`src/rtl/alu_ctrl_seq_if.sv`:
```
// alu_ctrl_seq_if: decode-to-execute handshake bundle for the ALU control
// sequencer. The master side is the decode stage plus the execute consumer,
// the slave side is alu_ctrl_seq itself.
// Optional macro ALUCTRL_ILLEGAL_TRAP_EN adds the sticky IllegalTrap signal.
interface alu_ctrl_seq_if #(
    parameter int FUNCT_W  = 4,
    parameter int OPCODE_W = 4,
    parameter int CTRL_W   = 4
);
    logic                Flush;
    logic                InValid;
    logic                InReady;
    logic [1:0]          ALUOp;
    logic [FUNCT_W-1:0]  Funct;
    logic [OPCODE_W-1:0] Opcode;
    logic                OutValid;
    logic                OutReady;
    logic [CTRL_W-1:0]   ALUCtrl;
    logic                MultiCycle;
    logic                Busy;
    logic                Illegal;
`ifdef ALUCTRL_ILLEGAL_TRAP_EN
    logic                IllegalTrap;
`endif

    modport master (
        output Flush, InValid, ALUOp, Funct, Opcode, OutReady,
`ifdef ALUCTRL_ILLEGAL_TRAP_EN
        input  IllegalTrap,
`endif
        input  InReady, OutValid, ALUCtrl, MultiCycle, Busy, Illegal
    );

    modport slave (
        input  Flush, InValid, ALUOp, Funct, Opcode, OutReady,
`ifdef ALUCTRL_ILLEGAL_TRAP_EN
        output IllegalTrap,
`endif
        output InReady, OutValid, ALUCtrl, MultiCycle, Busy, Illegal
    );
endinterface

```
`src/rtl/alu_ctrl_seq.sv`:
```
// alu_ctrl_seq: registered, handshaked ALU control decoder between decode and
// execute. Single-cycle ops issue one per cycle; MUL occupies the block for
// MUL_CYCLES cycles via a down-counter before its code is presented.
// Optional macro ALUCTRL_ILLEGAL_TRAP_EN: consuming an op with an undefined
// Funct sets a sticky IllegalTrap and halts intake until reset.
module alu_ctrl_seq #(
    parameter int FUNCT_W    = 4,
    parameter int OPCODE_W   = 4,
    parameter int CTRL_W     = 4,
    parameter int MUL_CYCLES = 4
) (
    input  logic        Clock,
    input  logic        ResetN,
    alu_ctrl_seq_if.slave alu_if
);

    localparam int                CNT_W    = $clog2(MUL_CYCLES) + 1;
    localparam logic [CNT_W-1:0]  CNT_LOAD = CNT_W'(MUL_CYCLES - 1);
    localparam logic [CTRL_W-1:0] NOP      = '1;

    typedef enum logic [1:0] {
        S_IDLE  = 2'd0,
        S_MULTI = 2'd1,
        S_OUT   = 2'd2
    } state_t;

    state_t            state_q, state_d;
    logic [CNT_W-1:0]  cnt_q, cnt_d;
    logic [CTRL_W-1:0] ctrl_q, ctrl_d;
    logic              mul_q, mul_d;
    logic              ill_q, ill_d;

    logic [CTRL_W-1:0] dec_ctrl;
    logic              dec_mul;
    logic              dec_ill;
    logic              stall;
    logic              in_ready;
    logic              accept;
    logic              consume;

    // 4-bit control codes are zero-extended into the configured width
    function automatic logic [CTRL_W-1:0] zext(input logic [3:0] code);
        return CTRL_W'(code);
    endfunction

    // Combinational decode of the op currently presented by decode
    always_comb begin
        dec_ctrl = zext(4'b0100);
        dec_mul  = 1'b0;
        dec_ill  = 1'b0;
        case (alu_if.ALUOp)
            2'b00: dec_ctrl = zext(4'b0100);
            2'b01: dec_ctrl = zext(4'b1100);
            2'b10: begin
                case (alu_if.Funct)
                    FUNCT_W'(4'b0000): dec_ctrl = zext(4'b0000);
                    FUNCT_W'(4'b0001): dec_ctrl = zext(4'b0001);
                    FUNCT_W'(4'b0010): dec_ctrl = zext(4'b0010);
                    FUNCT_W'(4'b0011): dec_ctrl = zext(4'b1010);
                    FUNCT_W'(4'b0100): dec_ctrl = zext(4'b0011);
                    FUNCT_W'(4'b0110): dec_ctrl = zext(4'b0101);
                    FUNCT_W'(4'b0111): dec_ctrl = zext(4'b0110);
                    default: begin
                        dec_ctrl = NOP;
                        dec_ill  = 1'b1;
                    end
                endcase
            end
            2'b11: begin
                if (alu_if.Opcode == OPCODE_W'(4'b0110)) begin
                    dec_ctrl = zext(4'b0111);
                    dec_mul  = 1'b1;
                end else begin
                    dec_ctrl = zext(4'b0100);
                end
            end
            default: dec_ctrl = zext(4'b0100);
        endcase
    end

`ifdef ALUCTRL_ILLEGAL_TRAP_EN
    logic trap_q, trap_d;

    assign stall = trap_q;

    // Trap latches once an illegal op has actually been handed to execute
    always_comb begin
        trap_d = trap_q | (consume & ill_q);
    end

    // Sticky trap flag, cleared only by reset
    always_ff @(posedge Clock or negedge ResetN) begin
        if (!ResetN) begin
            trap_q <= 1'b0;
        end else begin
            trap_q <= trap_d;
        end
    end

    assign alu_if.IllegalTrap = trap_q;
`else
    assign stall = 1'b0;
`endif

    // Intake is open when idle, or when the held code leaves this cycle
    assign in_ready = ((state_q == S_IDLE) ||
                       ((state_q == S_OUT) && alu_if.OutReady)) && !stall;
    // Flush suppresses both intake and consumption in the same cycle
    assign accept   = alu_if.InValid && in_ready && !alu_if.Flush;
    assign consume  = (state_q == S_OUT) && alu_if.OutReady && !alu_if.Flush;

    // Next-state logic: flush first, then a new op, then state-specific moves
    always_comb begin
        state_d = state_q;
        cnt_d   = cnt_q;
        ctrl_d  = ctrl_q;
        mul_d   = mul_q;
        ill_d   = ill_q;
        if (alu_if.Flush) begin
            state_d = S_IDLE;
            cnt_d   = '0;
            ctrl_d  = NOP;
            mul_d   = 1'b0;
            ill_d   = 1'b0;
        end else if (accept) begin
            ctrl_d = dec_ctrl;
            mul_d  = dec_mul;
            ill_d  = dec_ill;
            if (dec_mul) begin
                state_d = S_MULTI;
                cnt_d   = CNT_LOAD;
            end else begin
                state_d = S_OUT;
            end
        end else begin
            case (state_q)
                S_IDLE: state_d = S_IDLE;
                S_MULTI: begin
                    // Counter stops at zero so it can never wrap
                    if (cnt_q == '0) begin
                        state_d = S_OUT;
                    end else begin
                        cnt_d = cnt_q - CNT_W'(1);
                    end
                end
                S_OUT: begin
                    if (alu_if.OutReady) begin
                        state_d = S_IDLE;
                    end
                end
                default: state_d = S_IDLE;
            endcase
        end
    end

    // State, counter and held decode registers
    always_ff @(posedge Clock or negedge ResetN) begin
        if (!ResetN) begin
            state_q <= S_IDLE;
            cnt_q   <= '0;
            ctrl_q  <= NOP;
            mul_q   <= 1'b0;
            ill_q   <= 1'b0;
        end else begin
            state_q <= state_d;
            cnt_q   <= cnt_d;
            ctrl_q  <= ctrl_d;
            mul_q   <= mul_d;
            ill_q   <= ill_d;
        end
    end

    assign alu_if.InReady    = in_ready;
    assign alu_if.OutValid   = (state_q == S_OUT);
    assign alu_if.Busy       = (state_q == S_MULTI);
    assign alu_if.ALUCtrl    = ctrl_q;
    assign alu_if.MultiCycle = mul_q;
    assign alu_if.Illegal    = ill_q;

endmodule

```
`src/flat_wrapper.sv`:
```
// flat-port wrapper written by rule: the top's interface ports become plain ports
module alu_ctrl_seq_flat 
#(
    parameter int FUNCT_W    = 4,
    parameter int OPCODE_W   = 4,
    parameter int CTRL_W     = 4,
    parameter int MUL_CYCLES = 4
)
  (Clock, ResetN, alu_if_Flush, alu_if_InValid, alu_if_ALUOp, alu_if_Funct, alu_if_Opcode, alu_if_OutReady, alu_if_InReady, alu_if_OutValid, alu_if_ALUCtrl, alu_if_MultiCycle, alu_if_Busy, alu_if_Illegal);
  alu_ctrl_seq_if #(.FUNCT_W(FUNCT_W), .OPCODE_W(OPCODE_W), .CTRL_W(CTRL_W)) alu_if_i ();
  input  logic Clock;
  input  logic ResetN;
  input wire logic [$bits(alu_if_i.Flush)-1:0] alu_if_Flush;
  input wire logic [$bits(alu_if_i.InValid)-1:0] alu_if_InValid;
  input wire logic [$bits(alu_if_i.ALUOp)-1:0] alu_if_ALUOp;
  input wire logic [$bits(alu_if_i.Funct)-1:0] alu_if_Funct;
  input wire logic [$bits(alu_if_i.Opcode)-1:0] alu_if_Opcode;
  input wire logic [$bits(alu_if_i.OutReady)-1:0] alu_if_OutReady;
  output wire logic [$bits(alu_if_i.InReady)-1:0] alu_if_InReady;
  output wire logic [$bits(alu_if_i.OutValid)-1:0] alu_if_OutValid;
  output wire logic [$bits(alu_if_i.ALUCtrl)-1:0] alu_if_ALUCtrl;
  output wire logic [$bits(alu_if_i.MultiCycle)-1:0] alu_if_MultiCycle;
  output wire logic [$bits(alu_if_i.Busy)-1:0] alu_if_Busy;
  output wire logic [$bits(alu_if_i.Illegal)-1:0] alu_if_Illegal;
  assign alu_if_i.Flush = alu_if_Flush;
  assign alu_if_i.InValid = alu_if_InValid;
  assign alu_if_i.ALUOp = alu_if_ALUOp;
  assign alu_if_i.Funct = alu_if_Funct;
  assign alu_if_i.Opcode = alu_if_Opcode;
  assign alu_if_i.OutReady = alu_if_OutReady;
  assign alu_if_InReady = alu_if_i.InReady;
  assign alu_if_OutValid = alu_if_i.OutValid;
  assign alu_if_ALUCtrl = alu_if_i.ALUCtrl;
  assign alu_if_MultiCycle = alu_if_i.MultiCycle;
  assign alu_if_Busy = alu_if_i.Busy;
  assign alu_if_Illegal = alu_if_i.Illegal;
  alu_ctrl_seq #(.FUNCT_W(FUNCT_W), .OPCODE_W(OPCODE_W), .CTRL_W(CTRL_W), .MUL_CYCLES(MUL_CYCLES)) u_core (.Clock(Clock), .ResetN(ResetN), .alu_if(alu_if_i));
endmodule
```
`config.mk`:
```
export PLATFORM = sky130hd
export DESIGN_NAME = alu_ctrl_seq_flat
export DESIGN_NICKNAME = d
export VERILOG_FILES = /design/src/rtl/alu_ctrl_seq_if.sv /design/src/rtl/alu_ctrl_seq.sv /design/src/flat_wrapper.sv
export SDC_FILE = /design/constraint.sdc
export NUM_CORES = 1
export LEC_CHECK = 0
export BUFFER_PORTS_ARGS = -buffer_cell sky130_fd_sc_hd__buf_2
export CAP_MARGIN = 20
export CORE_MARGIN = 5
export CORE_UTILIZATION = 35
export CTS_CLUSTER_SIZE = 25
export DETAILED_ROUTE_END_ITERATION = 8
export GPL_TIMING_DRIVEN = 0
export HOLD_SLACK_MARGIN = 0.05
export SLEW_MARGIN = 0
export SYNTH_ARGS = -nofsm -noshare
export SYNTH_HDL_FRONTEND = slang
export SYNTH_SLANG_ARGS = --single-unit
```
`constraint.sdc`:
```
create_clock -name Clock -period 2.8 [get_ports Clock]
set_input_delay 0.14 -clock Clock [delete_from_list [all_inputs] [get_ports Clock]]
set_output_delay 0.14 -clock Clock [all_outputs]
set_load 0.1 [all_outputs]
```
==> results of run 1 <==
-- registers in the layout (all words and copies together), names as in the netlist --
register and cells:
u_core.alu_if.ALUCtrl 4, u_core.cnt_q 3, u_core.state_q 2, u_core.alu_if.Illegal 1, u_core.alu_if.MultiCycle 1
-- kinds of logic (layout without fill, tap and decap cells) --
kind of cell | after synthesis | count (layout)
AND/OR/NAND/NOR | 35 | 35
adder cells (fa/ha/maj) | 2 | 2
multiplexers | 1 | 1
buffers and inverters | 5 | 33
XOR/XNOR | 1 | 1
AO/OA/AOI/OAI | 16 | 16
flip-flops | 11 | 11
-- cell type report --
| type | count | area share, % |
|---|---|---|
| multi-input cells | 55 | 42.5 |
| flip-flops and latches | 11 | 32.4 |
| repair buffers | 24 | 14.5 |
| well taps | 27 | 3.91 |
| clock buffers | 4 | 3.04 |
| plain buffers | 2 | 2.32 |
| inverters | 3 | 1.30 |
-- where the power goes --
| group | switching (W) | internal, W | total (W) |
|---|---|---|---|
| Combinational | 0.0000762 | 0.0000303 | 0.000107 |
| Clock | 0.0000516 | 0.0000550 | 0.000107 |
| Sequential | 0.00000311 | 0.000168 | 0.000171 |
-- worst max-delay path, delay by kind of cell (launching register included) --
kind                   cells  cell delay (ps)
buffers and inverters      1              410
flip-flops                 1              400
AND/OR/NAND/NOR            2              290
-- per-stage QoR --
stage	total power, W	worst slack [ps]	utilization, %	area (µm²)
2_1_floorplan	0.000252	1260	-	679
3_3_place_gp	0.000279	1410	43.6	828
3_5_place_dp	0.000279	1380	43.6	828
4_1_cts	0.000393	1270	45.5	865
5_1_grt	0.000411	1210	45.5	865
6_report	0.000384	1290	45.5	865
-- placed cells by master, fill, tap and decap left out, drive strengths merged, types with 2 or more instances in the layout --
cell type and n:
and2b 4, o32a 2, dfrtp 7, dfstp 4, a21oi 8, nor3 3, nand2 5, clkbuf 4
buf 24, nor2b 5, nor2 7, inv 3, ha 2, nand2b 3, or3 2, o21ai 2
-- layer usage --
layer	vias up	global-route usage (%)	routed length, µm
li1	308	-	-
met1	281	14.6	730
met2	17	18.3	617
met3	2	2.77	113
met4	0	7.05	12
met5	-	0	0
-- worst max path at each step --
stage               slack, ps               from               to  depth (start not counted)
detailed placement       1380    u_core.cnt_q[0]  u_core.cnt_q[1]                          6
global placement         1410    u_core.cnt_q[0]  u_core.cnt_q[1]                          6
finish                   1290  u_core.state_q[1]   alu_if_InReady                          3
CTS                      1270  u_core.state_q[1]   alu_if_InReady                          3
global route             1210  u_core.state_q[1]   alu_if_InReady                          3
floorplan                1260  u_core.state_q[1]  u_core.cnt_q[1]                          4
==> flow_metrics.tcl, run 1 <==
set metrics [dict create \
    period_needed_ps 1510 \
    synth_top_family_by_area "simple AND/OR/NAND/NOR gates" \
    cts_made_buffers 3 \
    drt-initial-drc-count 11 \
    setup_crit_end_kind "primary output" \
    regToRegEndpoint "u_core.cnt_q[1]" \
    antenna_violation_net_count_after_detailed_routing 0 \
    die_h_um 54.1 \
    synthTopCellsByArea "dfrtp_1, dfstp_2, a21oi_1" \
    achievable-frequency_ghz 0.664 \
    cts.root.buffer_cell "clkbuf_4" \
    drt_drc_violations_left 0 \
    clkTransAtPathRegs_ps 70 \
    syn_inst 71 \
    total_nets_after_synthesis 88 \
    dp_hpwl_mm 1.11 \
    ys_ff_latch 11 \
    synthMuxAreaShare_pct 1.47 \
    multi_input_area_um2 368 \
    initial_core_util_pct 35.7 \
    final-hold-violation-count 0 \
    global_route_wire_length_before_repair_mm 2.46 \
    synth.yosys.seq_area_share_pct 41.3 \
    holdWs_ps 207 \
    routed_wire_length_mm 1.47 \
    hold_path.startpoint "alu_if_Opcode[0]" \
    relSlewSlack_pct 67.6 \
    synthSimpleGateAreaFrac_pct 32.2 \
    std_cell_rows 16 \
    cpMaxStageDelayCell "buf_2" \
    reg2reg_setup_slack_ps 1370 \
    final_max_slew_viol_count 0 \
    worstHoldPathCells 4 \
    synth_enable_flop_cells 0 \
    syn_avg_cell_area_um2 9.57 \
    dieArea_um2 2920 \
    synth.distinct_cells 32 \
    nets 117 \
    worst_skew_pair.late_latency_ps 260 \
    via_count_of_the_first_global_routing_pass 604 \
    pin_count 24 \
    synth_most_common_cell "a21oi_1" \
    critical_path.max_stage_delay_ps 410 \
    cp.arrival_ps 1370 \
    postSynth.asyncResetShare_pct 100 \
    worst-path-max-fanout 4 \
    grt.overflow.total 0 \
    ff2ff_path_depth 6 \
    cp_data_required_time_ps 2660 \
    cts_max_level 1 \
    post_synth_instance_area_um2 679 \
    post_cts.resized_instances 0 \
    critical_path.cell_chain "nand2b_1 > and2b_2 > buf_2" \
    grt.total_usage_pct 11.8 \
    synth_flop_cell "dfrtp_1" \
    pwr_cell_area_nw_per_um2 444 \
    holdCritPathClass "input pin to register" \
    maxCapViolations 0 \
    ratio_of_final_minimum_period_to_clock_period_pct 53.8 \
    regToRegStartpoint "u_core.cnt_q[0]" \
    maximum_clock_path_buffer_count 2 \
    setup_tns_final_ps 0 \
    io_buffer_count 23 \
    ctsHoldBuffers 1 \
    antenna-diode-count 0 \
    outcome "completed" \
    hold-path-endpoint "u_core.alu_if.MultiCycle" \
    setup-violations-final 0 \
    via_count 608 \
    dp_cell_count 121 \
    area_growth_syn_to_layout_pct 27.3 \
    critical_path.startpoint_type "register" \
    vdd_ir_drop_max_mv 0.217 \
    synth_fa_ha_area_share_pct 3.68 \
    finalClockSkew_ps 1.57 \
    fin_cells 126 \
    die_width_um 54.1 \
    yosys.area.top_type "dfrtp_1" \
    rsz0062_at_grt "false" \
    cts_sinks 11 \
    cts_tree "yes" \
    post_cts_buffers 0 \
    layout.filler_cells 186 \
    layout.area.seq_um2 280 \
    synth-warning-count 0 \
    synth-xor-area-share_pct 1.29 \
    worst_slew_pin_slew_ps 489 \
    gp_congestion 0.765 \
    synthDominantCellAreaShare_pct 25.8 \
    leakage_nw 0.388 \
    category_of_the_critical_setup_timing_path "register to primary output" \
    drt_first_pass_iters 4 \
    avgViaCountPerCell 4.83 \
    design.core.area_um2 1900 \
    antenna_found_initial 0 \
    synth_compound_gate_area_share_pct 15.5 \
    list_of_most_frequent_post_synthesis_cells "a21oi_1, dfrtp_1, nor2_1" \
    drive_above_1_share_pct 40.4 \
    drt-wirelength-per-cell_um 11.7 \
    pin_count_of_the_biggest_net_entering_global_routing 12 \
]
No activity file was read; power rests on OpenSTA's default activity.
==> run 2: changes to the inputs <==
ABC_AREA = 1   (was unset)
clock period = 1.3 ns   (was 2.8 ns; I/O delays follow)
==> run 2 against run 1 <==
Compared with the run above:
- combinational power grew to 4.2 times the previous value
- critical endpoint unchanged
- routed wire length rose by 18%
- area after synthesis grew 6.4%
- first-iteration DRC count down 82%
- highest routed layer unchanged
- critical path depth shrank 1
- register-to-register slack lost 1300 ps
- via count rose by 19%
- sequential power is 150% higher
- cell count is 25% higher
==> flow_metrics.tcl, run 2 <==
set metrics [dict create \
    max_ffs_per_register 4 \
    drt_drc_violations_left 0 \
    fin_area_um2 971 \
    wl_met2_um 860 \
    layout.cells.most_common "nand2_1" \
    antenna_violation_net_count_after_detailed_routing 0 \
    layout.filler_cells 222 \
    gp_congestion 0.778 \
    met3_wirelength_um 74 \
    synth_enable_flop_cells 0 \
    design.core.area_um2 1960 \
    yosys.area.top_type "dfrtp_1" \
    setup-violations-final 0 \
    synthTopCellsByArea "dfrtp_1, dfstp_2, nand2_1" \
    via_count_of_the_first_global_routing_pass 717 \
    postSynth.asyncResetShare_pct 100 \
    syn_inst 101 \
    ratio_of_final_minimum_period_to_clock_period_pct 93.5 \
    holdCritPathClass "input pin to register" \
    final.setup.worst_slack_ps 84.1 \
    dieArea_um2 3080 \
    achievable-frequency_ghz 0.822 \
    final-hold-violation-count 0 \
    finalClockSkew_ps 5.92 \
    post_synth_instance_area_um2 723 \
    drive_above_1_share_pct 37.7 \
    final_max_slew_viol_count 0 \
    io_buffer_count 23 \
    path_buf_inv 1 \
    total_nets_after_synthesis 118 \
    cts_sinks 11 \
    global_route_wire_length_before_repair_mm 3.04 \
    period_needed_ps 1220 \
    seqPwrFrac_pct 37.5 \
    pin_count_of_the_biggest_net_entering_global_routing 12 \
    dpl-instance-area_um2 891 \
    vdd_ir_drop_max_mv 0.502 \
    cts_tree "yes" \
    antenna-diode-count 0 \
    worst_slew_pin_slew_ps 486 \
    cts.root.buffer_cell "clkbuf_4" \
    synth_most_common_cell "nand2_1" \
    worst-path-max-fanout 6 \
    syn_avg_cell_area_um2 7.16 \
    std_cell_rows 16 \
    routed_wire_length_mm 1.74 \
    cts_max_level 1 \
    drt-initial-drc-count 2 \
    grt.total_usage_pct 12.5 \
    path_delay_family "flip-flops" \
    critical_path.startpoint_type "register" \
    maxCapViolations 0 \
    p_comb_share_pct 40.4 \
    drt-wirelength-per-cell_um 11.1 \
    p_sw_w 0.000480 \
    top_signal_layer_used "met4" \
    power_report.internal_total_w 0.000638 \
    via_count 722 \
    drt_first_pass_iters 4 \
    list_of_most_frequent_post_synthesis_cells "nand2_1, inv_1, nand3_1" \
    synth.distinct_cells 18 \
    multi_input_area_um2 395 \
    pin_count 24 \
    clock_power_share_pct 22.0 \
    layout.area.seq_um2 283 \
    post-place-ws_ps 63.0 \
    relSlewSlack_pct 67.8 \
    avgViaCountPerCell 4.60 \
    leakage_nw 0.520 \
    synth.yosys.seq_area_share_pct 38.8 \
    clkTransAtPathRegs_ps 80 \
    outcome "completed" \
    nets 148 \
    pwr_cell_area_nw_per_um2 1150 \
    critical_path.max_stage_delay_ps 470 \
    synth-warning-count 0 \
    setup_crit_end_kind "primary output" \
    antenna_found_initial 0 \
    power.share.switching_pct 42.9 \
    synthDominantCellAreaShare_pct 24.2 \
    synth_flop_cell "dfrtp_1" \
    wl_met1_um 785 \
    cp.arrival_ps 1150 \
    cts_made_buffers 3 \
    maximum_clock_path_buffer_count 2 \
    die_h_um 55.5 \
    ys_ff_latch 11 \
    dp_hpwl_mm 1.42 \
    area_growth_syn_to_layout_pct 34.3 \
    category_of_the_critical_setup_timing_path "register to primary output" \
    critical_path.cell_chain "a21oi_2 > buf_6" \
    grt.overflow.total 0 \
    initial_core_util_pct 36.9 \
    worst_skew_pair.late_latency_ps 280 \
    cp_data_required_time_ps 1240 \
    layout.cells.most_common_list "nand2_1, buf_2, inv_1" \
    die_width_um 55.5 \
    cpMaxStageDelayCell "dfrtp_2" \
]
## run 2: path summary, 6_finish.rpt
| kind | slack [ps] | end | cells past startpoint | start |
|---|---|---|---|---|
| min in group asynchronous | 180 | u_core.cnt_q[2] | 2 | ResetN |
| worst min-delay path | 100 | u_core.alu_if.ALUCtrl[1] | 4 | alu_if_ALUOp[0] |
| worst min register to register | 470 | u_core.alu_if.ALUCtrl[3] | 2 | u_core.alu_if.ALUCtrl[3] |
| worst max-delay path | 80 | alu_if_InReady | 2 | u_core.state_q[1] |
| worst max register to register | 100 | u_core.state_q[1] | 8 | u_core.cnt_q[0] |
| max in group asynchronous | 850 | u_core.alu_if.ALUCtrl[3] | 2 | ResetN |
## run 2: cells by family after synthesis
family / count (synthesis) / synth area share (%)
compound gates: 14 / 10.4
fa+ha+maj: 2 / 3.46
buf+inv: 19 / 9.86
flops: 11 / 38.8
simple gates: 55 / 37.5
## run 2: per-layer routing
metal	track usage (%)	vias to the layer above
li1	-	380
met1	14.9	319
met2	20.1	20
met3	3.03	3
met4	7.29	0
met5	0	-
## run 2: power groups by stage
stage / registers [W] / logic (W) / clock network, W
global placement: 0.000423 / 0.000411 / 0
CTS: 0.000420 / 0.000432 / 0.000251
global route: 0.000426 / 0.000491 / 0.000275
detailed placement: 0.000425 / 0.000422 / 0
floorplan: 0.000520 / 0.000230 / 0
finish: 0.000420 / 0.000452 / 0.000247
## run 2: cell type report
type | count | area share [%]
inverters | 19 | 7.35
well taps | 27 | 3.48
multi-input cells | 71 | 40.7
clock buffers | 4 | 2.71
flip-flops and latches | 11 | 29.1
repair buffers | 25 | 16.6
## run 2: worst min-delay path, delay by kind of cell
kind	cells	cell delay, ps
AO/OA/AOI/OAI	1	60
buffers and inverters	1	100
AND/OR/NAND/NOR	2	150
## run 2: per-stage QoR
stage	TNS, ps	hold slack [ps]	total power [W]	util (%)	std cells
after floorplan	-1220	-231	0.000750	-	101
after global placement	0	-49.3	0.000833	45.4	151
after detailed placement	0	-43.0	0.000847	45.4	151
after CTS	0	101	0.00110	48.0	156
after global routing	-2.42	136	0.00119	49.5	157
final	0	101	0.00112	49.5	157
## run 2: what timing repair did
| item | CTS | global route |
|---|---|---|
| resized for setup | 6 | 8 |
| hold endpoints to repair | 11 | 0 |
| setup endpoints to repair | 4 | 10 |
| pin swaps | 0 | 1 |
| buffers inserted | 0 | 1 |
| hold buffers | 1 | 0 |
==> run 3: changes to the inputs <==
clock period = 1.2 ns   (was 1.3 ns; I/O delays follow)
==> run 3 against run 2 <==
Compared with the run above:
- register-to-register slack worse by 90 ps
- sequential power is 7.9% higher
- cell count is 3.2% higher
- power is 14% higher
- hold slack worse by 6.3 ps
- clock skew is 1.1 ps lower
- clock power is 8.1% higher
- critical path depth is 5 higher
- highest routed layer unchanged
==> flow_metrics.tcl, run 3 (synthesis results as in run 2) <==
set metrics [dict create \
    ratio_of_final_minimum_period_to_clock_period_pct 99.1 \
    cts_tree "yes" \
    design.core.area_um2 1960 \
    pin_count 24 \
    dieArea_um2 3080 \
    achievable-frequency_ghz 0.841 \
    layout.filler_cells 206 \
    fin_area_um2 1070 \
    pwr_cell_area_nw_per_um2 1190 \
    initial_core_util_pct 36.9 \
    category_of_the_critical_setup_timing_path "register to register" \
    maxCapViolations 0 \
    antenna_found_initial 0 \
    gp_congestion 0.778 \
    worst-path-max-fanout 4 \
    finalClockSkew_ps 4.85 \
    cts.root.buffer_cell "clkbuf_4" \
    layout.cells.most_common_list "nand2_1, buf_2, inv_1" \
    antenna-diode-count 0 \
    io_buffer_count 23 \
    cts_made_buffers 3 \
    cp_data_required_time_ps 1380 \
    worst_slew_pin_slew_ps 486 \
    nets 153 \
    power.total_w 0.00128 \
    critical_path.startpoint_type "register" \
    setup_tns_final_ps 0 \
    vdd_ir_drop_max_mv 0.545 \
    layout.cells.most_common "nand2_1" \
    via_count_of_the_first_global_routing_pass 737 \
    worst_skew_pair.late_latency_ps 280 \
    std_cell_rows 16 \
    die_width_um 55.5 \
    drt-initial-drc-count 7 \
    dp_hpwl_mm 1.42 \
    avgViaCountPerCell 4.67 \
    period_needed_ps 1190 \
    leakage_nw 0.563 \
    max_ffs_per_register 4 \
    cts_sinks 11 \
    grt.total_usage_pct 12.7 \
    clkTransAtPathRegs_ps 80 \
    grt.overflow.total 0 \
    outcome "completed" \
    drt-wirelength-per-cell_um 11.4 \
    antenna_violation_net_count_after_detailed_routing 0 \
    cts_max_level 1 \
    dpl-instance-area_um2 891 \
    global_route_wire_length_before_repair_mm 3.10 \
    drive_above_1_share_pct 45.9 \
    setup_crit_end_kind "register" \
    area_growth_syn_to_layout_pct 48.6 \
    setup-violations-final 0 \
    dp_cell_count 151 \
    routed_wire_length_mm 1.85 \
    drt_drc_violations_left 0 \
    holdCritPathClass "input pin to register" \
    final_max_slew_viol_count 0 \
    final-hold-violation-count 0 \
    rsz0062_at_grt "true" \
    post-place-ws_ps -37.0 \
    via_count 756 \
    drt_first_pass_iters 4 \
    fin_cells 162 \
    die_h_um 55.5 \
    cp.arrival_ps 1360 \
    pin_count_of_the_biggest_net_entering_global_routing 12 \
    maximum_clock_path_buffer_count 2 \
    final.setup.worst_slack_ps 11.0 \
    relSlewSlack_pct 67.8 \
]
-- run 3: cell types whose count changed in the layout (fill, tap and decap cells not counted), sizes merged --
cell / previous run / this run
buf: 21 / 29
clkbuf: 7 / 4
-- run 3: area by class of cell --
cell class | instances | area (µm²) | area share, %
tap | 27 | 33.8 | 3.14
multi-input combinational | 71 | 429 | 39.9
timing repair buffer | 30 | 229 | 21.3
clock buffer | 4 | 26.3 | 2.44
inverter | 19 | 73.8 | 6.87
sequential | 11 | 283 | 26.3
-- run 3: path summary, 6_finish.rpt --
check / startpoint / to / slack, ps / depth (start not counted)
max: u_core.state_q[0] / u_core.state_q[1] / 10 / 7
max in group asynchronous: ResetN / u_core.alu_if.ALUCtrl[3] / 750 / 2
min reg2reg: u_core.alu_if.ALUCtrl[3] / u_core.alu_if.ALUCtrl[3] / 470 / 2
min: alu_if_ALUOp[0] / u_core.alu_if.ALUCtrl[1] / 100 / 4
max reg2reg: u_core.state_q[0] / u_core.state_q[1] / 10 / 7
min in group asynchronous: ResetN / u_core.cnt_q[2] / 180 / 2
-- run 3: routing by layer --
| layer | global-route usage, % | wire length (µm) | up-vias |
|---|---|---|---|
| li1 | - | - | 391 |
| met3 | 3.03 | 76 | 5 |
| met4 | 7.29 | 35 | 0 |
| met2 | 21.1 | 916 | 20 |
| met1 | 14.8 | 824 | 340 |
| met5 | 0 | 0 | - |
-- run 3: stage by stage --
| stage | hold slack, ps | utilization, % |
|---|---|---|
| after CTS | 95.7 | 52.4 |
| after detailed placement | -48.0 | 45.4 |
| after global routing | 131 | 54.8 |
| final | 95.0 | 54.8 |
| after floorplan | -236 | - |
| after global placement | -54.3 | 45.4 |
-- run 3: what timing repair did --
action / in CTS / in global routing
resized for setup: 17 / 13
gates cloned: 0 / 0
hold buffers: 1 / 0
buffers inserted: 6 / 0
endpoints found under the hold margin: 11 / 0
endpoints found under the setup margin: 11 / 13
pin swaps: 4 / 11
-- run 3: power breakdown --
group	leakage (nW)	switching, W	internal [W]
registers	0.132	0.0000324	0.000420
clock network	0.0150	0.000138	0.000129
logic	0.416	0.000371	0.000186
total	0.563	0.000542	0.000735
-- run 3: critical path: stages (launching register included) --
cell and delay, ps:
dfrtp_2 440, inv_4 70, nor2_4 150, nand2_2 100, nand2_1 100, nand3_2 90, nand3_2 80, nand2_2 50
